$ cat src/rtl/overture_fetch_pkg.sv
// overture_pkg: opcode class constants and fetch FSM encoding shared by fetch and decode.
package overture_pkg;
  localparam logic [1:0] CLS_IMM  = 2'b00;
  localparam logic [1:0] CLS_CAL  = 2'b01;
  localparam logic [1:0] CLS_COPY = 2'b10;
  localparam logic [1:0] CLS_COND = 2'b11;
  localparam int OPC_CLS_HI = 7;
  localparam int OPC_CLS_LO = 6;
  typedef logic [1:0] fetch_state_t;
  localparam fetch_state_t S_REQ   = 2'd0;
  localparam fetch_state_t S_ISSUE = 2'd1;
  localparam fetch_state_t S_HALT  = 2'd2;
endpackage

$ cat src/rtl/overture_fetch_if.sv
// overture_fetch_if: imem read port plus decoder handshake; master is the fetch stage.
interface overture_fetch_if #(
  parameter int ADDR_W  = 8,
  parameter int INSTR_W = 8
);
  logic               imem_req;
  logic [ADDR_W-1:0]  imem_addr;
  logic               imem_valid;
  logic [INSTR_W-1:0] imem_data;
  logic [INSTR_W-1:0] instr;
  logic               instr_valid;
  logic               dec_ready;
  logic               branch_take;
  logic [ADDR_W-1:0]  branch_target;
  logic               halt;
  modport master (
    output imem_req, imem_addr, instr, instr_valid,
    input  imem_valid, imem_data, dec_ready, branch_take, branch_target, halt
  );
  modport slave (
    input  imem_req, imem_addr, instr, instr_valid,
    output imem_valid, imem_data, dec_ready, branch_take, branch_target, halt
  );
endinterface

$ cat src/rtl/overture_fetch.sv
// overture_fetch: single-outstanding instruction fetch with branch redirect and halt.
// Optional OVERTURE_FETCH_STALL_CNT_EN adds a saturating 16-bit stall_cnt output.
module overture_fetch
  import overture_pkg::*;
#(
  parameter int ADDR_W   = 8,
  parameter int INSTR_W  = 8,
  parameter int RESET_PC = 0
) (
  input  logic              clk,
  input  logic              rst,
  overture_fetch_if.master  bus,
`ifdef OVERTURE_FETCH_STALL_CNT_EN
  output logic [15:0]       stall_cnt,
`endif
  output logic [ADDR_W-1:0] pc
);
  fetch_state_t       state_q, state_d;
  logic [ADDR_W-1:0]  pc_q, pc_d;
  logic [INSTR_W-1:0] instr_q, instr_d;
  logic               retire, take;
  assign retire = state_q == S_ISSUE && bus.dec_ready;
  assign take   = instr_q[OPC_CLS_HI:OPC_CLS_LO] == CLS_COND && bus.branch_take;
  always_comb begin
    state_d = state_q;
    pc_d    = pc_q;
    instr_d = instr_q;
    if (state_q == S_REQ && bus.imem_valid) begin
      instr_d = bus.imem_data;
      state_d = S_ISSUE;
    end
    if (retire) begin
      pc_d    = take ? bus.branch_target : pc_q + 1'b1;
      state_d = bus.halt ? S_HALT : S_REQ;
    end
    if (state_q == S_HALT && !bus.halt) state_d = S_REQ;
  end
  always_ff @(posedge clk) begin
    if (!rst) begin
      state_q <= S_REQ;
      pc_q    <= ADDR_W'(RESET_PC);
      instr_q <= '0;
    end else begin
      state_q <= state_d;
      pc_q    <= pc_d;
      instr_q <= instr_d;
    end
  end
  // Request is gated by rst so nothing is issued while reset is held.
  assign bus.imem_req    = rst && state_q == S_REQ;
  assign bus.imem_addr   = pc_q;
  assign bus.instr       = instr_q;
  assign bus.instr_valid = state_q == S_ISSUE;
  assign pc              = pc_q;
`ifdef OVERTURE_FETCH_STALL_CNT_EN
  logic [15:0] stall_q, stall_d;
  logic        stall;
  assign stall   = (state_q == S_REQ && !bus.imem_valid) || (state_q == S_ISSUE && !bus.dec_ready);
  assign stall_d = (stall && stall_q != 16'hFFFF) ? stall_q + 16'd1 : stall_q;
  always_ff @(posedge clk) begin
    if (!rst) stall_q <= '0;
    else stall_q <= stall_d;
  end
  assign stall_cnt = stall_q;
`endif
endmodule

$ cat src/flat_wrapper.sv
// flat-port wrapper written by rule: the top's interface ports become plain ports
module overture_fetch_flat import overture_pkg::*;
#(
  parameter int ADDR_W   = 8,
  parameter int INSTR_W  = 8,
  parameter int RESET_PC = 0
)
  (clk, rst, pc, bus_imem_req, bus_imem_addr, bus_instr, bus_instr_valid, bus_imem_valid, bus_imem_data, bus_dec_ready, bus_branch_take, bus_branch_target, bus_halt);
  overture_fetch_if #(.ADDR_W(ADDR_W), .INSTR_W(INSTR_W)) bus_i ();
  input  logic clk;
  input  logic rst;
  output logic [ADDR_W-1:0] pc;
  output wire logic [$bits(bus_i.imem_req)-1:0] bus_imem_req;
  output wire logic [$bits(bus_i.imem_addr)-1:0] bus_imem_addr;
  output wire logic [$bits(bus_i.instr)-1:0] bus_instr;
  output wire logic [$bits(bus_i.instr_valid)-1:0] bus_instr_valid;
  input wire logic [$bits(bus_i.imem_valid)-1:0] bus_imem_valid;
  input wire logic [$bits(bus_i.imem_data)-1:0] bus_imem_data;
  input wire logic [$bits(bus_i.dec_ready)-1:0] bus_dec_ready;
  input wire logic [$bits(bus_i.branch_take)-1:0] bus_branch_take;
  input wire logic [$bits(bus_i.branch_target)-1:0] bus_branch_target;
  input wire logic [$bits(bus_i.halt)-1:0] bus_halt;
  assign bus_imem_req = bus_i.imem_req;
  assign bus_imem_addr = bus_i.imem_addr;
  assign bus_instr = bus_i.instr;
  assign bus_instr_valid = bus_i.instr_valid;
  assign bus_i.imem_valid = bus_imem_valid;
  assign bus_i.imem_data = bus_imem_data;
  assign bus_i.dec_ready = bus_dec_ready;
  assign bus_i.branch_take = bus_branch_take;
  assign bus_i.branch_target = bus_branch_target;
  assign bus_i.halt = bus_halt;
  overture_fetch #(.ADDR_W(ADDR_W), .INSTR_W(INSTR_W), .RESET_PC(RESET_PC)) u_core (.clk(clk), .rst(rst), .bus(bus_i), .pc(pc));
endmodule
$ cat config.mk
export PLATFORM = sky130hd
export DESIGN_NAME = overture_fetch_flat
export DESIGN_NICKNAME = d
export VERILOG_FILES = /design/src/rtl/overture_fetch_pkg.sv /design/src/rtl/overture_fetch_if.sv /design/src/rtl/overture_fetch.sv /design/src/flat_wrapper.sv
export SDC_FILE = /design/constraint.sdc
export NUM_CORES = 1
export LEC_CHECK = 0
export CAP_MARGIN = 20
export CORE_MARGIN = 4
export CORE_UTILIZATION = 33
export CTS_CLUSTER_DIAMETER = 200
export DETAILED_ROUTE_END_ITERATION = 8
export GPL_ROUTABILITY_DRIVEN = 0
export PLACE_DENSITY = 0.68
export SETUP_SLACK_MARGIN = 0.2
export SYNTH_ARGS = -nofsm -noshare
export SYNTH_HDL_FRONTEND = slang
export SYNTH_SLANG_ARGS = --single-unit
$ cat constraint.sdc
create_clock -name clk -period 1.8 [get_ports clk]
set_input_delay 0.18 -clock clk [delete_from_list [all_inputs] [get_ports clk]]
set_output_delay 0.18 -clock clk [all_outputs]
set_load 0.005 [all_outputs]
## After elaboration in Yosys (flattened, before gate mapping)

Index checks and enable logic that the tools add are counted.

- Logic and storage cells: 21
- Bits of input ports: 22
- Register bits: 18

- Reduce and logical (&&, ||, !) cells: 9
- Bitwise operators: 1
- Muxes and demuxes: 4
- Equality and inequality tests: 3
- $add $sub $neg: 1

Operators by type and width:

| operator | count |
|---|---|
| $add 8x1->8 const B | 1 |
| $mux 8 | 1 |
| $mux 2 | 3 |
| $logic_and 1x1->1 | 5 |
| $eq 2x2->1 const B | 2 |
| $eq 2x1->1 const B | 1 |
| $logic_not 2->1 | 1 |
| $reduce_bool 2->1 | 1 |
| $reduce_or 2->1 | 1 |
| $logic_not 1->1 | 1 |
| $not 1->1 | 1 |

## Depth between registers and ports, before layout

Gate-level depths: netlist of run 1.

- Depth in word-level cells: 4
- Depth in mapped cells: 6

## Least setup slack after synthesis of run 1

Ideal clock, no wire load.

- Kind: reg2reg
- Start point: reg u_core.pc_q[0] (netlist: u_core.bus.imem_addr[0])
- End point: reg u_core.pc_q[6] (netlist: u_core.bus.imem_addr[6])
- Library setup time: 75 ps
- Cell stages (with the launch flop): 6
- Data arrival time: 1288 ps
- Path slack: 438 ps
- Path through: dfxtp_1 ha_1 and3_1 nand3_1 o31a_1 o22ai_1

- Word-level cells in the longest chain between the ends: 2

RTL lines:

| item | RTL line | source |
|---|---|---|
| start, declared | overture_fetch.sv:19 | `logic [ADDR_W-1:0] pc_q, pc_d;` |
| start signal, assigned | overture_fetch.sv:41 | `pc_q <= ADDR_W'(RESET_PC);` |
| start signal, assigned | overture_fetch.sv:45 | `pc_q <= pc_d;` |
| $add 8x1->8 | overture_fetch.sv:33 | `pc_d = take ? bus.branch_target : pc_q + 1'b1;` |
| $mux 8 | overture_fetch.sv:33 |  |

No other way between the ends.
A chain may end at the register's enable or synchronous reset.

## Worst setup path in the final report of run 1

- Start point: reg u_core.state_q[0]
- End point: out bus_instr_valid

- Word-level cells in the longest chain between the ends: 1

RTL lines:

| item | RTL line | source |
|---|---|---|
| start, declared | overture_fetch.sv:18 | `fetch_state_t state_q, state_d;` |
| start signal, assigned | overture_fetch.sv:44 | `state_q <= state_d;` |
| $eq 2x1->1 | overture_fetch.sv:53 | `assign bus.instr_valid = state_q == S_ISSUE;` |
| end, declared | flat_wrapper.sv:16 | `output wire logic [$bits(bus_i.instr_valid)-1:0] bus_instr_valid;` |

No other way between the ends.

==> flow_metrics.py, run 1 <==
metrics = {
    "logic_synthesis": {
        "ys_top_cells_by_area": "dfxtp_1 38%, nand2_1 11%, a21boi_0 7.1%, buf_4 6.3%, a21oi_1 3.7%",
        "synth_top_area_frac": 0.3775,
        "ys_ff_latch": 18,
        "synth-async-reset-ratio": 0,
        "synth.distinct_cells": 34,
        "synth_edf_count": 0,
        "synth.most_common_cell": "nand2_1",
        "seq_area_frac_synth": 0.3775,
        "syn-cell-area_sq_um": 954.7,
        "synth_warnings": 0,
        "yosysTopAreaCell": "dfxtp_1",
        "syn_area_per_cell_sq_um": 7.956,
        "synth_ff_type": "dfxtp_1",
        "syn_inst": 120,
        "synthTopCellsByCount": "28 x nand2_1, 18 x dfxtp_1, 9 x a21boi_0, 8 x buf_4, 7 x a21oi_1",
        "synth_nets": 143,
    },
    "cells_and_area": {
        "fill_cells": 285,
        "areaGrowthSynthToFinish_pct": 48.49,
        "post_route_cells_drive_above_1_share": 0.07595,
        "multi_input_area_sq_um": 490.5,
        "fin_cells": 189,
        "final_nets": 182,
        "diodes": 0,
        "ff_latch_area_sq_um": 367.9,
    },
    "timing": {
        "fmax_mhz": 660.0,
        "fin_crit_sh": 0.8418,
        "setup_viol": 0,
        "tightestPinTransition_ns": 0.4789,
        "finalCriticalPeriod_ns": 1.515,
        "slew_headroom": 0.6807,
        "rsz0062_at_grt": "no",
        "fin_tns_setup_ns": 0,
        "holdWs_ns": 0.4270,
        "drv_slew": 0,
        "fin_skew_ns": 0.004826,
        "hold_viol_final": 0,
    },
    "placed_design": {
        "io_buffers": 47,
        "dp_cells": 185,
        "dp_hpwl_um": 1832,
    },
    "floorplanning": {
        "rows": 19,
        "start_util": 0.3462,
        "chipHeight_um": 61.79,
        "pin_count": 48,
        "die_w_um": 61.79,
        "coreArea_sq_um": 2758,
        "die_area_sq_um": 3817,
    },
    "outcome": {
        "outcome": "finished clean",
    },
    "grt": {
        "grt_overflow": 0,
        "grt_pass1_wl_um": 3829,
        "antenna_found_initial": 0,
        "grt_usage": 0.1300,
        "grt_pass1_vias": 915,
        "grt_max_degree": 20,
    },
    "clock_network": {
        "path_clk_slew_ns": 0.11,
        "ctsHtreeMaxLevel": 1,
        "cts_tree": "yes",
        "cts_root_buffer": "clkbuf_4",
        "clk_path_buf_depth": 2,
        "cts_buffers": 3,
        "clkLatencyLatePin_ns": 0.29,
        "cts_setup_buffers": 0,
        "cts.sinks": 18,
    },
    "routing": {
        "post_drt_wl_per_cell_um": 12.70,
        "firstDrtPassIters": 4,
        "vias_per_cell": 5.122,
        "routed-via-count": 968,
        "routed_wirelength_um": 2401,
        "drt_iter0_drc": 26,
        "ant_nets": 0,
        "drc": 0,
    },
    "setup_path": {
        "critPathLaunchType": "flip-flop",
        "cp-end-kind": "primary output",
        "worst_ep_arrival_time_ns": 1.34,
        "worstPathRequired_ns": 1.62,
        "cp_max_fo": 6,
        "critical_path_class": "reg -> out",
    },
    "pwr": {
        "p_total_w": 0.0008338,
        "irDropWorstVdd_mv": 0.3842,
        "p_leak_nw": 0.5223,
        "p_per_area_nw_per_um2": 588.2,
    },
    "min_path": {
        "min_path_type": "in -> reg",
    },
    "job": {
        "cap_violations": 0,
    },
}
==> path summary, 6_finish.rpt <==
| path | endpoint | depth (start not counted) | start | slack (ns) |
|---|---|---|---|---|
| hold reg to reg | u_core.bus.instr[0] | 2 | u_core.bus.instr[0] | 0.47 |
| hold / removal | u_core.bus.instr[3] | 3 | bus_imem_data[3] | 0.43 |
| setup reg to reg | u_core.bus.imem_addr[6] | 5 | u_core.bus.imem_addr[0] | 0.37 |
| setup / recovery | bus_instr_valid | 2 | u_core.state_q[0] | 0.28 |
==> flip-flops by register name (all words and copies together) (netlist names) <==
name and count:
u_core.bus.instr 8, u_core.state_q 2, u_core.bus.imem_addr 8
==> metal layers <==
layer	up-vias	part of all wire	GRT usage	wire length (um)
li1	485	-	-	-
met1	439	0.43	0.1563	1031
met2	42	0.45	0.2197	1072
met3	2	0.12	0.04545	284
met4	0	0.0054	0.03636	13
met5	-	0	0	0
==> cells by family after synthesis <==
family                     Yosys count  synth area share
AOI/OAI and AO/OA                   35            0.2451
adders and majority gates            1           0.01310
buffers and inverters               16            0.1166
DFF                                 18            0.3775
and+or+nand+nor                     50            0.2477
==> cell type report <==
cell class                 instances  share of cell area
inverter                           2            0.005296
clock buffer                       4             0.02560
multi-input combinational         86              0.3460
timing repair buffer              48              0.3363
tap                               31             0.02736
sequential                        18              0.2595
==> metrics by stage <==
step                      utilization  setup WS [ns]  area [sq um]
after floorplan                     -         0.4377         954.7
after global placement         0.4959         0.2469          1368
after detailed placement       0.4959         0.1821          1368
after CTS                      0.5132         0.2634          1415
after global routing           0.5141         0.2322          1418
final                          0.5141         0.2848          1418
==> power by group <==
group	internal (W)	switching (W)	total [W]
logic	0.0000963	0.0000529	0.000149
registers	0.000416	0.0000161	0.000432
clock network	0.000123	0.000130	0.000253
total	0.000635	0.000199	0.000834
==> layout by cell type (no fill, tap or decap), types with 2 or more instances in the layout <==
| master | count |
|---|---|
| a21boi_0 | 9 |
| a21boi_1 | 2 |
| a21oi_1 | 7 |
| and2_1 | 2 |
| and3_1 | 2 |
| clkbuf_4 | 3 |
| clkdlybuf4s50_1 | 46 |
| dfxtp_1 | 14 |
| dfxtp_2 | 3 |
| inv_1 | 2 |
| nand2_1 | 28 |
| nand3_1 | 6 |
| nor2b_1 | 2 |
| nor3_1 | 2 |
| o21ai_0 | 6 |
| o22ai_1 | 3 |
| o31a_1 | 2 |
==> repair_timing <==
item                                    4_1_cts  5_1_grt
endpoints found under the hold margin         0        0
endpoints found under the setup margin        1        1
hold buffers                                  0        0
gates resized for setup                       6        2
==> critical path: stages, from the launching register on <==
cell,delay [ns]
dfxtp_4,0.39
nor2b_1,0.14
clkdlybuf4s50_1,0.51
(Power assumes the default switching activity.)
==> inputs of run 2 (changes only) <==
==> constraint.sdc (replaced) <==
create_clock -name clk -period 1.57 [get_ports clk]
set_input_delay 0.157 -clock clk [delete_from_list [all_inputs] [get_ports clk]]
set_output_delay 0.157 -clock clk [all_outputs]
set_load 0.005 [all_outputs]
==> run 2 against run 1 <==
  * Final area is 3.9% higher
  * Largest cell class is now non-clock buffers
  * Die area is the same
  * Clock power is 13% lower
  * First-iteration DRC count up 7.7%
  * Non-clock buffer count rose by 5
  * Sequential cell count unchanged
  * Cell count increased by 2.1%
==> flow_metrics.py, run 2 (synthesis gave the netlist of run 1 again) <==
metrics = {
    "outcome": {
        "outcome": "finished clean",
    },
    "grt": {
        "grt_pass1_vias": 917,
        "grt_pass1_wl_um": 3919,
        "grt_overflow": 0,
        "grt_usage": 0.1351,
        "grt_max_degree": 20,
        "antenna_found_initial": 0,
    },
    "floorplanning": {
        "coreArea_sq_um": 2758,
        "chipHeight_um": 61.79,
        "die_w_um": 61.79,
        "pin_count": 48,
        "die_area_sq_um": 3817,
        "start_util": 0.3462,
        "rows": 19,
    },
    "timing": {
        "fmax_mhz": 755.4,
        "hold_viol_final": 0,
        "drv_slew": 0,
        "fin_crit_sh": 0.8432,
        "fin_skew_ns": 0.006949,
        "slew_headroom": 0.8048,
        "setup_ws_ns": 0.2462,
        "rsz0062_at_grt": "yes",
        "finalCriticalPeriod_ns": 1.324,
        "fin_tns_setup_ns": 0,
        "tightestPinTransition_ns": 0.2921,
        "setup_viol": 0,
    },
    "cells_and_area": {
        "post_route_cells_drive_above_1_share": 0.1728,
        "diodes": 0,
        "areaGrowthSynthToFinish_pct": 54.26,
        "mostFrequentLayoutCells": "37 x clkdlybuf4s50_1, 28 x nand2_1, 9 x a21boi_0, 7 x a21oi_1",
        "final_nets": 187,
        "final_common_cell": "clkdlybuf4s50_1",
        "fill_cells": 272,
        "fin_cells": 193,
    },
    "clock_network": {
        "cts_buffers": 3,
        "path_clk_slew_ns": 0.10,
        "cts_tree": "yes",
        "ctsHtreeMaxLevel": 1,
        "cts_root_buffer": "clkbuf_4",
        "cts.sinks": 18,
        "ctsHoldBuffers": 0,
        "clk_path_buf_depth": 2,
        "clkLatencyLatePin_ns": 0.29,
    },
    "placed_design": {
        "io_buffers": 47,
        "dpl_worst_slack_ns": 0.08071,
        "dp_hpwl_um": 1827,
        "dp_cells": 188,
    },
    "setup_path": {
        "worst_ep_arrival_time_ns": 1.17,
        "cp-end-kind": "primary output",
        "cp_max_fo": 6,
        "crit_chain": "clkdlybuf4s50_1",
        "crit_family": "buffers and inverters",
        "worstPathRequired_ns": 1.41,
        "critical_path_class": "reg -> out",
        "critPathLaunchType": "flip-flop",
        "critical-path-max-stage-delay_ns": 0.50,
        "path_buf_inv": 1,
        "worst_path_max_delay_cell": "clkdlybuf4s50_1",
    },
    "routing": {
        "drc": 0,
        "firstDrtPassIters": 6,
        "routed_wirelength_um": 2407,
        "post_drt_wl_per_cell_um": 12.47,
        "routed-via-count": 994,
        "vias_per_cell": 5.150,
        "ant_nets": 0,
        "drt_iter0_drc": 28,
    },
    "pwr": {
        "internal-power_w": 0.0006694,
        "p_seq_frac": 0.545,
        "irDropWorstVdd_mv": 0.4499,
        "p_sw_w": 0.0002125,
        "p_total_w": 0.0008819,
        "switching_share": 0.2410,
        "p_clk_frac": 0.251,
        "p_leak_nw": 0.6355,
        "p_per_area_nw_per_um2": 598.9,
        "combPwrFrac": 0.204,
    },
    "min_path": {
        "min_path_type": "in -> reg",
    },
    "job": {
        "cap_violations": 0,
    },
}
-- run 2: cell types whose count changed in the layout (fill, tap and decap cells not counted), moves of 3 or more --
cell,delta
dfxtp_2,+3
clkdlybuf4s50_1,-9
dfxtp_1,-8
dfxtp_4,+5
dlygate4sd2_1,+4
dlymetal6s2s_1,+4
buf_4,+5
-- run 2: worst reg2reg max path, delay by kind of cell (launching register included) --
family | cells | cell delay, ns
flops | 1 | 0.34
fa+ha+maj | 1 | 0.18
compound gates | 2 | 0.44
simple gates | 2 | 0.30
-- run 2: final timing paths --
kind                            slack (ns)                     from                      end  cells after the start
worst max register to register        0.25  u_core.bus.imem_addr[0]  u_core.bus.imem_addr[6]                      5
worst max-delay path                  0.25  u_core.bus.imem_addr[3]                    pc[3]                      1
worst min-delay path                  0.41         bus_imem_data[3]      u_core.bus.instr[3]                      3
worst min register to register        0.46      u_core.bus.instr[3]      u_core.bus.instr[3]                      2
-- run 2: power by group through the flow --
stage               sequential [W]  combinational [W]  clock (W)
finish                    0.000481           0.000180   0.000221
global route              0.000484           0.000201   0.000254
CTS                       0.000486           0.000183   0.000234
detailed placement        0.000500           0.000182          0
global placement          0.000499           0.000180          0
floorplan                 0.000503          0.0000640          0
-- run 2: what timing repair did --
action,CTS,global route
setup endpoints to repair,17,17
buffers inserted,1,1
resized for setup,21,15
-- run 2: area by class of cell --
cell class | count | area [sq um] | area share
sequential | 18 | 390.4 | 0.2651
tap | 31 | 38.79 | 0.02634
multi-input combinational | 86 | 499.2 | 0.3390
inverter | 2 | 7.507 | 0.005098
clock buffer | 3 | 22.52 | 0.01529
timing repair buffer | 53 | 514.2 | 0.3492
-- run 2: per-layer routing --
layer | up-vias | routed length, um | GRT usage
met4 | 0 | 13 | 0.04545
met1 | 444 | 925 | 0.1598
li1 | 500 | - | -
met5 | - | 0 | 0
met2 | 48 | 1098 | 0.2182
met3 | 2 | 370 | 0.05992
-- run 2: per-stage QoR --
| step | area (sq um) | hold slack (ns) | utilization |
|---|---|---|---|
| after detailed placement | 1390 | 0.4484 | 0.5041 |
| after floorplan | 954.7 | 0.2918 | - |
| after CTS | 1440 | 0.3983 | 0.5222 |
| final | 1473 | 0.4117 | 0.5340 |
| after global routing | 1473 | 0.4020 | 0.5340 |
| after global placement | 1390 | 0.4435 | 0.5041 |
